--- config.mk ---
export PLATFORM = sky130hd
export DESIGN_NAME = model_loader
export DESIGN_NICKNAME = d
export VERILOG_FILES = /design/src/rtl/model_loader.sv
export SDC_FILE = /design/constraint.sdc
export NUM_CORES = 1
export LEC_CHECK = 0
export CELL_PAD_IN_SITES_DETAIL_PLACEMENT = 1
export CELL_PAD_IN_SITES_GLOBAL_PLACEMENT = 1
export CORE_UTILIZATION = 45
export DETAILED_ROUTE_END_ITERATION = 16
export GPL_ROUTABILITY_DRIVEN = 0
export PLACE_DENSITY_LB_ADDON = 0.1
export SETUP_SLACK_MARGIN = 0.05
export SLEW_MARGIN = 20
export SYNTH_ARGS = -nofsm -noshare
export SYNTH_HDL_FRONTEND = slang
export SYNTH_SLANG_ARGS = --single-unit
--- constraint.sdc ---
create_clock -name clk_i -period 11.03 [get_ports clk_i]
set_input_delay 1.6545 -clock clk_i [delete_from_list [all_inputs] [get_ports clk_i]]
set_output_delay 1.6545 -clock clk_i [all_outputs]
set_load 0.05 [all_outputs]
--- src/rtl/model_loader.sv ---
// Model-programming sequencer: turns a 32-bit header/payload word stream into CSRAM and TC broadcast writes.
// Optional load checksum enabled by defining MODEL_LOADER_CHECKSUM_EN.
module model_loader #(
  parameter int NUM_CORES        = 5,
  parameter int NUM_NEURONS      = 256,
  parameter int NUM_AXONS        = 256,
  parameter int NUM_WEIGHTS      = 4,
  parameter int CSRAM_READ_WIDTH = 367,
  parameter int IN_WIDTH         = 32,
  localparam int CW = (NUM_CORES > 1)   ? $clog2(NUM_CORES)   : 1,
  localparam int NW = (NUM_NEURONS > 1) ? $clog2(NUM_NEURONS) : 1,
  localparam int AW = (NUM_AXONS > 1)   ? $clog2(NUM_AXONS)   : 1,
  localparam int WW = (NUM_WEIGHTS > 1) ? $clog2(NUM_WEIGHTS) : 1
) (
  input  logic                        clk_i,
  input  logic                        rst_ni,
  input  logic                        start_i,
  input  logic [IN_WIDTH-1:0]         in_data_i,
  input  logic                        in_valid_i,
  output logic                        in_ready_o,
  output logic [CSRAM_READ_WIDTH-1:0] csram_data_o,
  output logic [NW-1:0]               csram_addr_o,
  output logic [CW-1:0]               csram_core_idx_o,
  output logic                        csram_valid_o,
  output logic [WW-1:0]               tc_data_o,
  output logic [AW-1:0]               tc_addr_o,
  output logic [CW-1:0]               tc_core_idx_o,
  output logic                        tc_valid_o,
  output logic                        rst_model_o,
  output logic                        rst_network_o,
  output logic                        busy_o,
  output logic                        load_done_o,
  output logic                        idx_error_o,
  output logic                        checksum_error_o
);

  localparam int BEATS = (CSRAM_READ_WIDTH + IN_WIDTH - 1) / IN_WIDTH;
  localparam int SW    = BEATS * IN_WIDTH;
  localparam int BW    = $clog2(BEATS + 1);
  localparam logic [BW-1:0] LAST_BEAT  = BW'(BEATS - 1);
  localparam logic [13:0]   CORE_LIMIT = 14'(NUM_CORES);

  typedef enum logic [2:0] {
    S_IDLE, S_CLEAR, S_HEADER, S_PAYLOAD, S_ISSUE, S_DONE
  } state_e;

  typedef enum logic [1:0] {
    T_NOP = 2'b00, T_CSRAM = 2'b01, T_TC = 2'b10, T_END = 2'b11
  } word_type_e;

  state_e                state_q, state_d;
  logic [BW-1:0]         beat_q, beat_d;
  logic [SW-1:0]         shift_q, shift_d;
  logic [CW-1:0]         rec_core_q, rec_core_d;
  logic [NW-1:0]         rec_addr_q, rec_addr_d;
  logic                  rec_bad_q, rec_bad_d;
  logic [CSRAM_READ_WIDTH-1:0] csram_data_q, csram_data_d;
  logic [NW-1:0]         csram_addr_q, csram_addr_d;
  logic [CW-1:0]         csram_core_q, csram_core_d;
  logic                  csram_valid_q, csram_valid_d;
  logic [WW-1:0]         tc_data_q, tc_data_d;
  logic [AW-1:0]         tc_addr_q, tc_addr_d;
  logic [CW-1:0]         tc_core_q, tc_core_d;
  logic                  tc_valid_q, tc_valid_d;
  logic                  rst_network_q, rst_network_d;
  logic                  load_done_q, load_done_d;
  logic                  idx_error_q, idx_error_d;

  word_type_e hdr_type;
  logic       hdr_bad;
  logic       accept;
  logic       enter_clear;

  assign hdr_type    = word_type_e'(in_data_i[31:30]);
  assign hdr_bad     = in_data_i[29:16] >= CORE_LIMIT;
  assign in_ready_o  = (state_q == S_HEADER) || (state_q == S_PAYLOAD);
  assign accept      = in_valid_i && in_ready_o;
  assign enter_clear = ((state_q == S_IDLE) || (state_q == S_DONE)) && start_i;

  always_comb begin
    // NOTE: every target gets a default before the case so no path leaves it unassigned (no latches).
    state_d       = state_q;
    beat_d        = beat_q;
    shift_d       = shift_q;
    rec_core_d    = rec_core_q;
    rec_addr_d    = rec_addr_q;
    rec_bad_d     = rec_bad_q;
    csram_data_d  = csram_data_q;
    csram_addr_d  = csram_addr_q;
    csram_core_d  = csram_core_q;
    csram_valid_d = 1'b0;
    tc_data_d     = tc_data_q;
    tc_addr_d     = tc_addr_q;
    tc_core_d     = tc_core_q;
    tc_valid_d    = 1'b0;
    rst_network_d = rst_network_q;
    load_done_d   = 1'b0;
    idx_error_d   = idx_error_q;

    case (state_q)
      S_IDLE, S_DONE: begin
        if (enter_clear) begin
          state_d       = S_CLEAR;
          rst_network_d = 1'b1;
          idx_error_d   = 1'b0;
        end
      end
      S_CLEAR: state_d = S_HEADER;
      S_HEADER: begin
        if (accept) begin
          case (hdr_type)
            T_NOP: ;
            T_CSRAM: begin
              rec_core_d = in_data_i[16 +: CW];
              rec_addr_d = in_data_i[0 +: NW];
              rec_bad_d  = hdr_bad;
              beat_d     = '0;
              if (hdr_bad) idx_error_d = 1'b1;
              state_d    = S_PAYLOAD;
            end
            T_TC: begin
              if (hdr_bad) begin
                idx_error_d = 1'b1;
              end else begin
                tc_core_d  = in_data_i[16 +: CW];
                tc_data_d  = in_data_i[12 +: WW];
                tc_addr_d  = in_data_i[0 +: AW];
                tc_valid_d = 1'b1;
              end
              state_d = S_ISSUE;
            end
            T_END: begin
              load_done_d   = 1'b1;
              rst_network_d = 1'b0;
              state_d       = S_DONE;
            end
            default: ;
          endcase
        end
      end
      S_PAYLOAD: begin
        if (accept) begin
          shift_d = {shift_q[SW-IN_WIDTH-1:0], in_data_i};
          if (beat_q == LAST_BEAT) begin
            // Out-of-range records are drained but leave the bus untouched.
            if (!rec_bad_q) begin
              csram_data_d  = shift_d[CSRAM_READ_WIDTH-1:0];
              csram_addr_d  = rec_addr_q;
              csram_core_d  = rec_core_q;
              csram_valid_d = 1'b1;
            end
            state_d = S_ISSUE;
          end else begin
            beat_d = beat_q + 1'b1;
          end
        end
      end
      S_ISSUE: state_d = S_HEADER;
      default: state_d = S_IDLE;
    endcase
  end

  always_ff @(posedge clk_i or negedge rst_ni) begin
    if (!rst_ni) begin
      state_q       <= S_IDLE;
      beat_q        <= '0;
      rec_core_q    <= '0;
      rec_addr_q    <= '0;
      rec_bad_q     <= 1'b0;
      csram_data_q  <= '0;
      csram_addr_q  <= '0;
      csram_core_q  <= '0;
      csram_valid_q <= 1'b0;
      tc_data_q     <= '0;
      tc_addr_q     <= '0;
      tc_core_q     <= '0;
      tc_valid_q    <= 1'b0;
      rst_network_q <= 1'b1;
      load_done_q   <= 1'b0;
      idx_error_q   <= 1'b0;
    end else begin
      // NOTE: non-blocking updates so every register samples the pre-edge values of the others.
      state_q       <= state_d;
      beat_q        <= beat_d;
      rec_core_q    <= rec_core_d;
      rec_addr_q    <= rec_addr_d;
      rec_bad_q     <= rec_bad_d;
      csram_data_q  <= csram_data_d;
      csram_addr_q  <= csram_addr_d;
      csram_core_q  <= csram_core_d;
      csram_valid_q <= csram_valid_d;
      tc_data_q     <= tc_data_d;
      tc_addr_q     <= tc_addr_d;
      tc_core_q     <= tc_core_d;
      tc_valid_q    <= tc_valid_d;
      rst_network_q <= rst_network_d;
      load_done_q   <= load_done_d;
      idx_error_q   <= idx_error_d;
    end
  end

  // NOTE: the payload shifter has no reset; a full record overwrites every bit before it reaches the bus.
  always_ff @(posedge clk_i) begin
    shift_q <= shift_d;
  end

`ifdef MODEL_LOADER_CHECKSUM_EN
  logic [15:0] csum_q, csum_d;
  logic        csum_err_q, csum_err_d;

  always_comb begin
    csum_d     = csum_q;
    csum_err_d = csum_err_q;
    if (enter_clear) begin
      csum_d     = '0;
      csum_err_d = 1'b0;
    end else if (accept) begin
      if (state_q == S_HEADER && hdr_type == T_END) begin
        if (in_data_i[15:0] != csum_q) csum_err_d = 1'b1;
      end else begin
        csum_d = csum_q + in_data_i[15:0] + in_data_i[31:16];
      end
    end
  end

  always_ff @(posedge clk_i or negedge rst_ni) begin
    if (!rst_ni) begin
      csum_q     <= '0;
      csum_err_q <= 1'b0;
    end else begin
      csum_q     <= csum_d;
      csum_err_q <= csum_err_d;
    end
  end

  assign checksum_error_o = csum_err_q;
`else
  assign checksum_error_o = 1'b0;
`endif

  assign csram_data_o     = csram_data_q;
  assign csram_addr_o     = csram_addr_q;
  assign csram_core_idx_o = csram_core_q;
  assign csram_valid_o    = csram_valid_q;
  assign tc_data_o        = tc_data_q;
  assign tc_addr_o        = tc_addr_q;
  assign tc_core_idx_o    = tc_core_q;
  assign tc_valid_o       = tc_valid_q;
  assign rst_network_o    = rst_network_q;
  assign load_done_o      = load_done_q;
  assign idx_error_o      = idx_error_q;
  assign rst_model_o      = (state_q == S_HEADER) || (state_q == S_PAYLOAD) ||
                            (state_q == S_ISSUE)  || (state_q == S_DONE);
  assign busy_o           = (state_q != S_IDLE) && (state_q != S_DONE);

endmodule

### After elaboration in Yosys (flattened, before gate mapping)

Cells that the tools add are included.

| storage, ports and cells | value |
|---|---|
| RAM bits | 0 |
| memory bits (read-only) | 0 |
| bits in registers | 750 |
| bits in latches | 0 |
| word-level logic and storage cells | 94 |
| memories | 0 |

| operators by class | value |
|---|---|
| bitwise operators | 2 |
| muxes and demuxes | 31 |
| divide/modulo/power cells | 0 |
| reduce and logical (&&, ||, !) cells | 22 |
| shifts and indexed selects | 0 |
| multiply operators | 0 |
| equality and inequality tests | 20 |
| add/subtract/negate cells | 1 |
| magnitude comparators | 1 |

Operator list:

| kind | count |
|---|---|
| 1-bit 2-to-1 mux | 18 |
| 4-bit 2-to-1 mux | 4 |
| 5-bit AND reduction | 3 |
| 14-bit by 3-bit greater-or-equal comparator with 1-bit output (second input constant) | 1 |
| 3-bit 2-to-1 mux | 4 |
| 2-bit != test (second input constant) | 6 |
| 3-bit one-hot mux with 4 select lines | 1 |
| 4-bit AND reduction | 3 |
| 3-bit one-hot mux with 3 select lines | 1 |
| 4-bit one-hot mux with 2 select lines | 1 |
| 3-bit by 2-bit equality test with 1-bit output (second input constant) | 2 |
| 3-bit equality test (second input constant) | 2 |
| 2-bit by 1-bit != test with 1-bit output (second input constant) | 3 |
| 2-bit OR reduction | 3 |
| 4-bit by 1-bit adder with 4-bit output (second input constant) | 1 |
| 2-bit equality test (second input constant) | 2 |
| 4-bit equality test (second input constant) | 1 |
| 1-bit logical OR | 4 |
| 4-bit by 1-bit != test with 1-bit output (second input constant) | 1 |
| 1-bit one-hot mux with 2 select lines | 2 |
| 2-bit nonzero test | 2 |
| 3-bit by 1-bit equality test with 1-bit output (second input constant) | 1 |
| 1-bit logical AND | 3 |
| 3-bit zero test | 1 |
| other kinds (6) | 7 |

### Depth between registers and ports, before layout

Gate-level depths: netlist (run 1).

| depth | value |
|---|---|
| depth in word-level cells | 5 |
| gate-level depth with buffers | 10 |

### Least setup slack after synthesis (run 1)

Ideal clock, no wire load.

| timing | value |
|---|---|
| path kind | input to register |
| from | in in_valid_i |
| to | reg beat_q[2] |
| setup time | 0.100 ns |
| data arrival time | 8.960 ns |
| slack | 1.970 ns |
| stages on the path | 3 |
| required time | 10.930 ns |
| cell sequence | nand4_1 > inv_1 > a32o_1 |

| on the way | value |
|---|---|
| longest elaborated chain between the ends | 3 |

Ends and longest elaborated chain:

| what | RTL line | source |
|---|---|---|
| start, declared | 19 | `input logic in_valid_i,` |
| 1-bit logical AND (*) | 77 | `assign accept = in_valid_i && in_ready_o;` |
| 2-bit != test (no source line) | -- |  |
| 5-bit AND reduction (no source line) (*) | -- |  |
| end signal, assigned | 184 | `beat_q <= beat_d;` |
| end, declared | 52 | `logic [BW-1:0] beat_q, beat_d;` |

Mark *: on every way between the ends. The rest lies on a longest branch, timed or not.
A chain may end at the register's enable or synchronous reset.

### Worst setup path in the final report (run 1)

| timing | value |
|---|---|
| from | in in_valid_i |
| to | reg csram_data_q[272] (netlist: csram_data_o[272]) |

| on the way | value |
|---|---|
| longest elaborated chain between the ends | 2 |

Ends and longest elaborated chain:

| what | RTL line | source |
|---|---|---|
| 1-bit logical AND | 77 |  |
| 4-bit AND reduction (no source line) | -- |  |
| end signal, assigned | 188 | `csram_data_q <= csram_data_d;` |
| end, declared | 57 | `logic [CSRAM_READ_WIDTH-1:0] csram_data_q, csram_data_d;` |

No other way between the ends.

==> run_results.csv, run 1 <==
group,metric,value,unit
critical_path,required,11.51,ns
power,ir_drop,0.000115,V
layout,layout-drive-gt1-share,12.8,%
layout,finish.instance_area,33500,um^2
power,cellPowerDensity,199,nW/um^2
synthesis,synth_cells,1286,
synthesis,synthSimpleGateAreaFrac,0.971,%
critical_path,cp_slowest_stage_delay,0.70,ns
synthesis,synth_area_leaders,"dfrtp_1 (39%), edfxtp_1 (38%), mux2_1 (13%)",
synthesis,synth-xor-area-share,0.0333,%
floorplan,num_io_pins,436,
detailed_routing,avgRoutedWirePerCell,21.4,um
clock_tree,cts_hold_buf,0,
synthesis,synth_top_cell_area_share,39.4,%
critical_path,endpoint_kind,"flip-flop",
power,power.total,0.00666,W
global_route,antenna_found_initial,0,
placed_design,placedCellCount,2448,
placed_design,dpl-instance-area,31000,um^2
clock_tree,cts_sinks,750,
critical_path,cp_common_cell,"buf_4",
synthesis,syn_area_per_cell,20.4,um^2
sta,hold_viol,0,
critical_path,cp_data_arrival_time,5.56,ns
layout,layout.cells.non_filler,2588,
clock_tree,ctsResizeCount,0,
synthesis,yosys_warnings,0,
clock_tree,insertion_delay,0.60,ns
global_route,grt_overflow,0,
clock_tree,cts_buffers,77,
synthesis,synth_top_family_by_area,"multiplexers",
sta,clock_skew,0.0126,ns
run,maxCapViolCount,0,
power,p_leak,14.4,nW
floorplan,start_util,45.5,%
layout,fin_nets,1804,
global_route,grt_pass1_wl,86.0,mm
detailed_routing,viasPerCell,4.91,
detailed_routing,drt_iter0_drc,477,
layout,final_cell_mix,"clkdlybuf4s50_1 (433), dfrtp_1 (414), edfxtp_1 (335)",
detailed_routing,drc,0,
clock_tree,clockRootBuffer,"clkbuf_16",
synthesis,synth_fa_ha_area_share,0.286,%
floorplan,rows,88,
floorplan,die_area,59400,um^2
synthesis,synth.mux.area_fraction,17.3,%
critical_path,crit_buf_inv,4,
clock_tree,clk_pin_slew_worst_paths,0.06,ns
global_route,grt_max_degree,175,
synthesis,synth.distinct_cells,42,
synthesis,synth_edf_count,335,
synthesis,ys_async_sr_fraction,55.3,%
layout,antennaDiodeCount,0,
sta,rsz0062_at_grt,"no",
synthesis,yosysTopAreaCell,"dfrtp_1",
clock_tree,htreeDepth,3,
clock_tree,post_cts_buffers,0,
critical_path,path_max_fanout,174,
global_route,first_global_vias,13900,
sta,slew_violations,0,
synthesis,synth_ff_type,"dfrtp_1",
layout,fin_util,58.0,%
clock_tree,cts_tree,"yes",
critical_path,r2r_slack,6.52,ns
floorplan,core-area,57700,um^2
placed_design,port_buffers,434,
sta,finalCriticalPeriod,5.08,ns
critical_path,critical_path_class,"input pin to flip-flop",
detailed_routing,dr.pass1.iters,4,
sta,setup_violations,0,
layout,areaGrowthSynthToFinish,27.4,%
sta,worst_pin_slew,1.09,ns
critical_path,crit_family,"buffers and inverters",
detailed_routing,ant_nets,0,
synthesis,synth-compound-area-share,0.524,%
detailed_routing,via_count,12700,
sta,setup_tns,0,ns
synthesis,yosysSeqAreaShare,77.8,%
critical_path,crit_chain,"clkdlybuf4s50_1, nand4_1, nor4_4, buf_12, buf_4, buf_4, mux2_2",
synthesis,yosys_register_bits,750,
synthesis,syn_nets,1328,
floorplan,die_h,244,um
status,status,"finished clean",
worst_hold_path,hold_class,"flip-flop to flip-flop",
critical_path,worstSetupStartpointType,"input pin",
clock_tree,cts_max_path_buffers,3,
global_route,grtUsageTotal,19.0,%
detailed_routing,wirelength,55.5,mm
sta,fmax,0.197,GHz
critical_path,slowest_stage,"buf_12",
floorplan,dieWidth,244,um
sta,period_share,46.1,%
placed_design,post-dp-hpwl,37.1,mm
sta,relSlewSlack,27.5,%
synthesis,netlist_area,26300,um^2
layout,mostFrequentLayoutCell,"clkdlybuf4s50_1",
-- metrics by stage --
step	setup WS, ns	hold slack (ns)
final	5.95	0.441
after global routing	5.66	0.451
after CTS	5.89	0.441
after detailed placement	5.25	0.431
after global placement	5.28	0.428
after floorplan	1.97	0.420
-- metal layers --
metal,track usage (%),up-vias,part of all wire (%)
met4,6.75,0,2.6
met3,5.98,78,6.9
met2,30.3,313,49
li1,-,5697,-
met5,0,-,0
met1,24.5,6617,42
-- Yosys cell counts (2+ instances only) --
library cell / n
a21oi_1: 2
buf_12: 30
edfxtp_1: 335
nor4_2: 2
buf_4: 8
buf_6: 3
nand2_1: 8
dfrtp_1: 414
nand3_1: 3
mux2_1: 301
inv_1: 9
o221ai_1: 2
o21ai_0: 6
buf_8: 3
nor2_1: 8
nand2b_1: 4
a31oi_1: 5
mux2_2: 103
nor4_1: 2
and3_1: 2
buf_2: 4
ha_1: 6
clkbuf_1: 2
nand4_1: 2
nor3_1: 5
-- cells by family after synthesis --
kind of cell,after synthesis
buf+inv,59
flops,750
other cells,1
mux,404
simple gates,44
fa+ha+maj,6
xor+xnor,1
compound gates,21
-- final timing paths --
path,from,end,cells after the start
max,in_valid_i,csram_data_o[272],7
min,shift_q[238],shift_q[270],0
max reg2reg,state_q[2],csram_data_o[272],8
min reg2reg,shift_q[238],shift_q[270],0
max in group asynchronous,rst_ni,state_q[0],3
min in group asynchronous,rst_ni,csram_data_o[315],1
-- registers in the layout, indices dropped and copies added (netlist names), 4 cells and up --
name          flops
beat_q            4
tc_addr_o         8
csram_addr_o      8
rec_addr_q        8
csram_data_o    367
shift_q         335
-- power by group --
part           internal [W]  switching [W]
Combinational      0.000206       0.000490
Sequential          0.00327       0.000143
Clock               0.00153        0.00103
Total               0.00500        0.00166
-- layout make-up --
class / count / area (um^2)
timing repair buffer: 447 / 4480
clock inverter: 23 / 218
tap: 765 / 957
multi-input combinational: 477 / 5050
sequential: 750 / 20400
inverter: 9 / 41.3
fill: 5103 / 24200
clock buffer: 117 / 2290
(Power assumes the default switching activity.)
==> run 2, diff against run 1 <==
==> constraint.sdc (replaced) <==
create_clock -name clk_i -period 4.75 [get_ports clk_i]
set_input_delay 0.7125 -clock clk_i [delete_from_list [all_inputs] [get_ports clk_i]]
set_output_delay 0.7125 -clock clk_i [all_outputs]
set_load 0.05 [all_outputs]
==> run 2 against run 1 <==
- register-to-register slack worse by 4.8 ns
- sequential share of layout area is 0.36 points lower
- clock skew is 0.011 ns higher
- via count is 0.10% higher
- flip-flop and latch count stayed put
- first-iteration DRC count is 12% higher
- critical endpoint is now busy_o
==> run_results.csv, run 2 (synthesis gave the netlist of run 1 again) <==
group,metric,value,unit
status,status,"finished clean",
layout,largest_reg_flops,367,
detailed_routing,drc,0,
clock_tree,clk_pin_slew_worst_paths,0.06,ns
layout,fin_util,58.4,%
sta,period_share,68.2,%
clock_tree,cts_max_path_buffers,3,
placed_design,dpl-instance-area,31100,um^2
critical_path,crit_end,"busy_o",
clock_tree,cts_sinks,750,
detailed_routing,drt_iter0_drc,535,
global_route,grt_overflow,0,
clock_tree,ctsResizeCount,0,
placed_design,port_buffers,434,
critical_path,path_max_fanout,18,
layout,mostFrequentLayoutCell,"clkdlybuf4s50_1",
layout,antennaDiodeCount,0,
clock_tree,cts_tree,"yes",
sta,hold_viol,0,
critical_path,endpoint_kind,"output port",
critical_path,critical_path_class,"flip-flop to output port",
detailed_routing,dr.pass1.iters,4,
critical_path,cp_data_arrival_time,2.52,ns
power,power.internal,0.0117,W
clock_tree,clockRootBuffer,"clkbuf_16",
power,p_leak,14.5,nW
layout,layout-drive-gt1-share,13.3,%
sta,finalCriticalPeriod,3.24,ns
global_route,first_global_vias,14100,
clock_tree,cts_buffers,78,
power,ir_drop,0.000316,V
floorplan,num_io_pins,436,
clock_tree,insertion_delay,0.61,ns
sta,relSlewSlack,39.2,%
layout,layout.cells.non_filler,2599,
floorplan,dieWidth,244,um
sta,setup_violations,0,
power,power_frac_comb,10.7,%
layout,final_cell_mix,"clkdlybuf4s50_1 (433), dfrtp_1 (414), edfxtp_1 (335)",
clock_tree,htreeDepth,3,
power,cellPowerDensity,463,nW/um^2
clock_tree,post_cts_buffers,0,
global_route,grt_max_degree,133,
detailed_routing,wirelength,56.8,mm
detailed_routing,via_count,12700,
critical_path,worstSetupStartpointType,"flip-flop",
power,pwr-share-clk,38.4,%
detailed_routing,avgRoutedWirePerCell,21.8,um
critical_path,rr_endpoint,"csram_data_o[326]",
power,seq_power_share,50.9,%
detailed_routing,viasPerCell,4.89,
run,maxCapViolCount,0,
placed_design,post-dp-hpwl,38.1,mm
power,p_sw,0.00391,W
floorplan,die_area,59400,um^2
layout,areaGrowthSynthToFinish,28.2,%
worst_hold_path,hold_class,"input pin to asynchronous set/reset pin",
floorplan,rows,88,
critical_path,r2r_slack,1.70,ns
sta,slew_violations,0,
floorplan,core-area,57700,um^2
critical_path,reg2reg_from,"state_q[1]",
critical_path,cp-startpoint,"state_q[0]",
global_route,grtUsageTotal,19.6,%
power,swShare,25.1,%
clock_tree,cts_hold_buf,0,
placed_design,placedCellCount,2454,
global_route,antenna_found_initial,0,
critical_path,required,4.04,ns
floorplan,die_h,244,um
critical_path,r2r_cells,6,
global_route,grt_pass1_wl,88.4,mm
floorplan,start_util,45.5,%
sta,rsz0062_at_grt,"no",
sta,setup_tns,0,ns
sta,worst_pin_slew,0.905,ns
sta,clock_skew,0.0236,ns
sta,fmax,0.309,GHz
layout,finish.instance_area,33700,um^2
layout,fin_nets,1811,
detailed_routing,ant_nets,0,
layout,fillCellCount,5114,
[run 2: changes by cell type in the layout (fill, tap and decap cells not counted), sizes merged]
| cell | before | now |
|---|---|---|
| clkinv | 15 | 20 |
| clkbuf | 117 | 119 |
| clkinvlp | 4 | 1 |
| buf | 14 | 20 |
| inv | 9 | 10 |
[run 2: final cells by class]
| cell class | count | area (um^2) | area share [%] |
|---|---|---|---|
| clock inverters | 26 | 243 | 0.721 |
| repair buffers | 453 | 4630 | 13.7 |
| well taps | 765 | 957 | 2.84 |
| clock buffers | 119 | 2300 | 6.83 |
| multi-input cells | 477 | 5060 | 15.0 |
| flip-flops and latches | 750 | 20400 | 60.7 |
| inverters | 9 | 40.0 | 0.119 |
[run 2: power groups by stage]
stage               logic, W  clock network, W  registers (W)
floorplan           0.000609                 0        0.00846
global placement     0.00166                 0        0.00800
detailed placement   0.00170                 0        0.00805
CTS                  0.00170           0.00617        0.00793
global route         0.00178           0.00642        0.00801
finish               0.00167           0.00599        0.00793
[run 2: through the flow]
stage                     power [W]  setup slack [ns]  hold WS [ns]
after detailed placement    0.00975              1.20         0.431
after global placement      0.00967              1.29         0.426
after CTS                    0.0158              1.49         0.120
after floorplan             0.00907             -1.76         0.417
final                        0.0156              1.51         0.110
after global routing         0.0162              1.40         0.143
[run 2: worst min-delay path by stage]
stage | start | to | slack, ns
floorplan | rst_ni | beat_q[0] | 0.42
global placement | shift_q[42] | shift_q[74] | 0.43
detailed placement | shift_q[248] | shift_q[280] | 0.43
CTS | rst_ni | csram_data_o[281] | 0.12
global route | rst_ni | csram_data_o[311] | 0.14
finish | rst_ni | csram_data_o[346] | 0.11
[run 2: routing by layer]
layer | up-vias | wire [um] | GRT usage, %
met5 | - | 0 | 0
met3 | 95 | 3770 | 5.84
met2 | 311 | 27900 | 31.8
met4 | 0 | 1780 | 7.44
met1 | 6578 | 23300 | 24.8
li1 | 5734 | - | -
[run 2: worst max-delay path, stage by stage (launching register included)]
cell	delay [ns]
dfrtp_1	0.73
xnor2_1	0.20
nand2b_1	0.18
clkdlybuf4s50_1	0.83
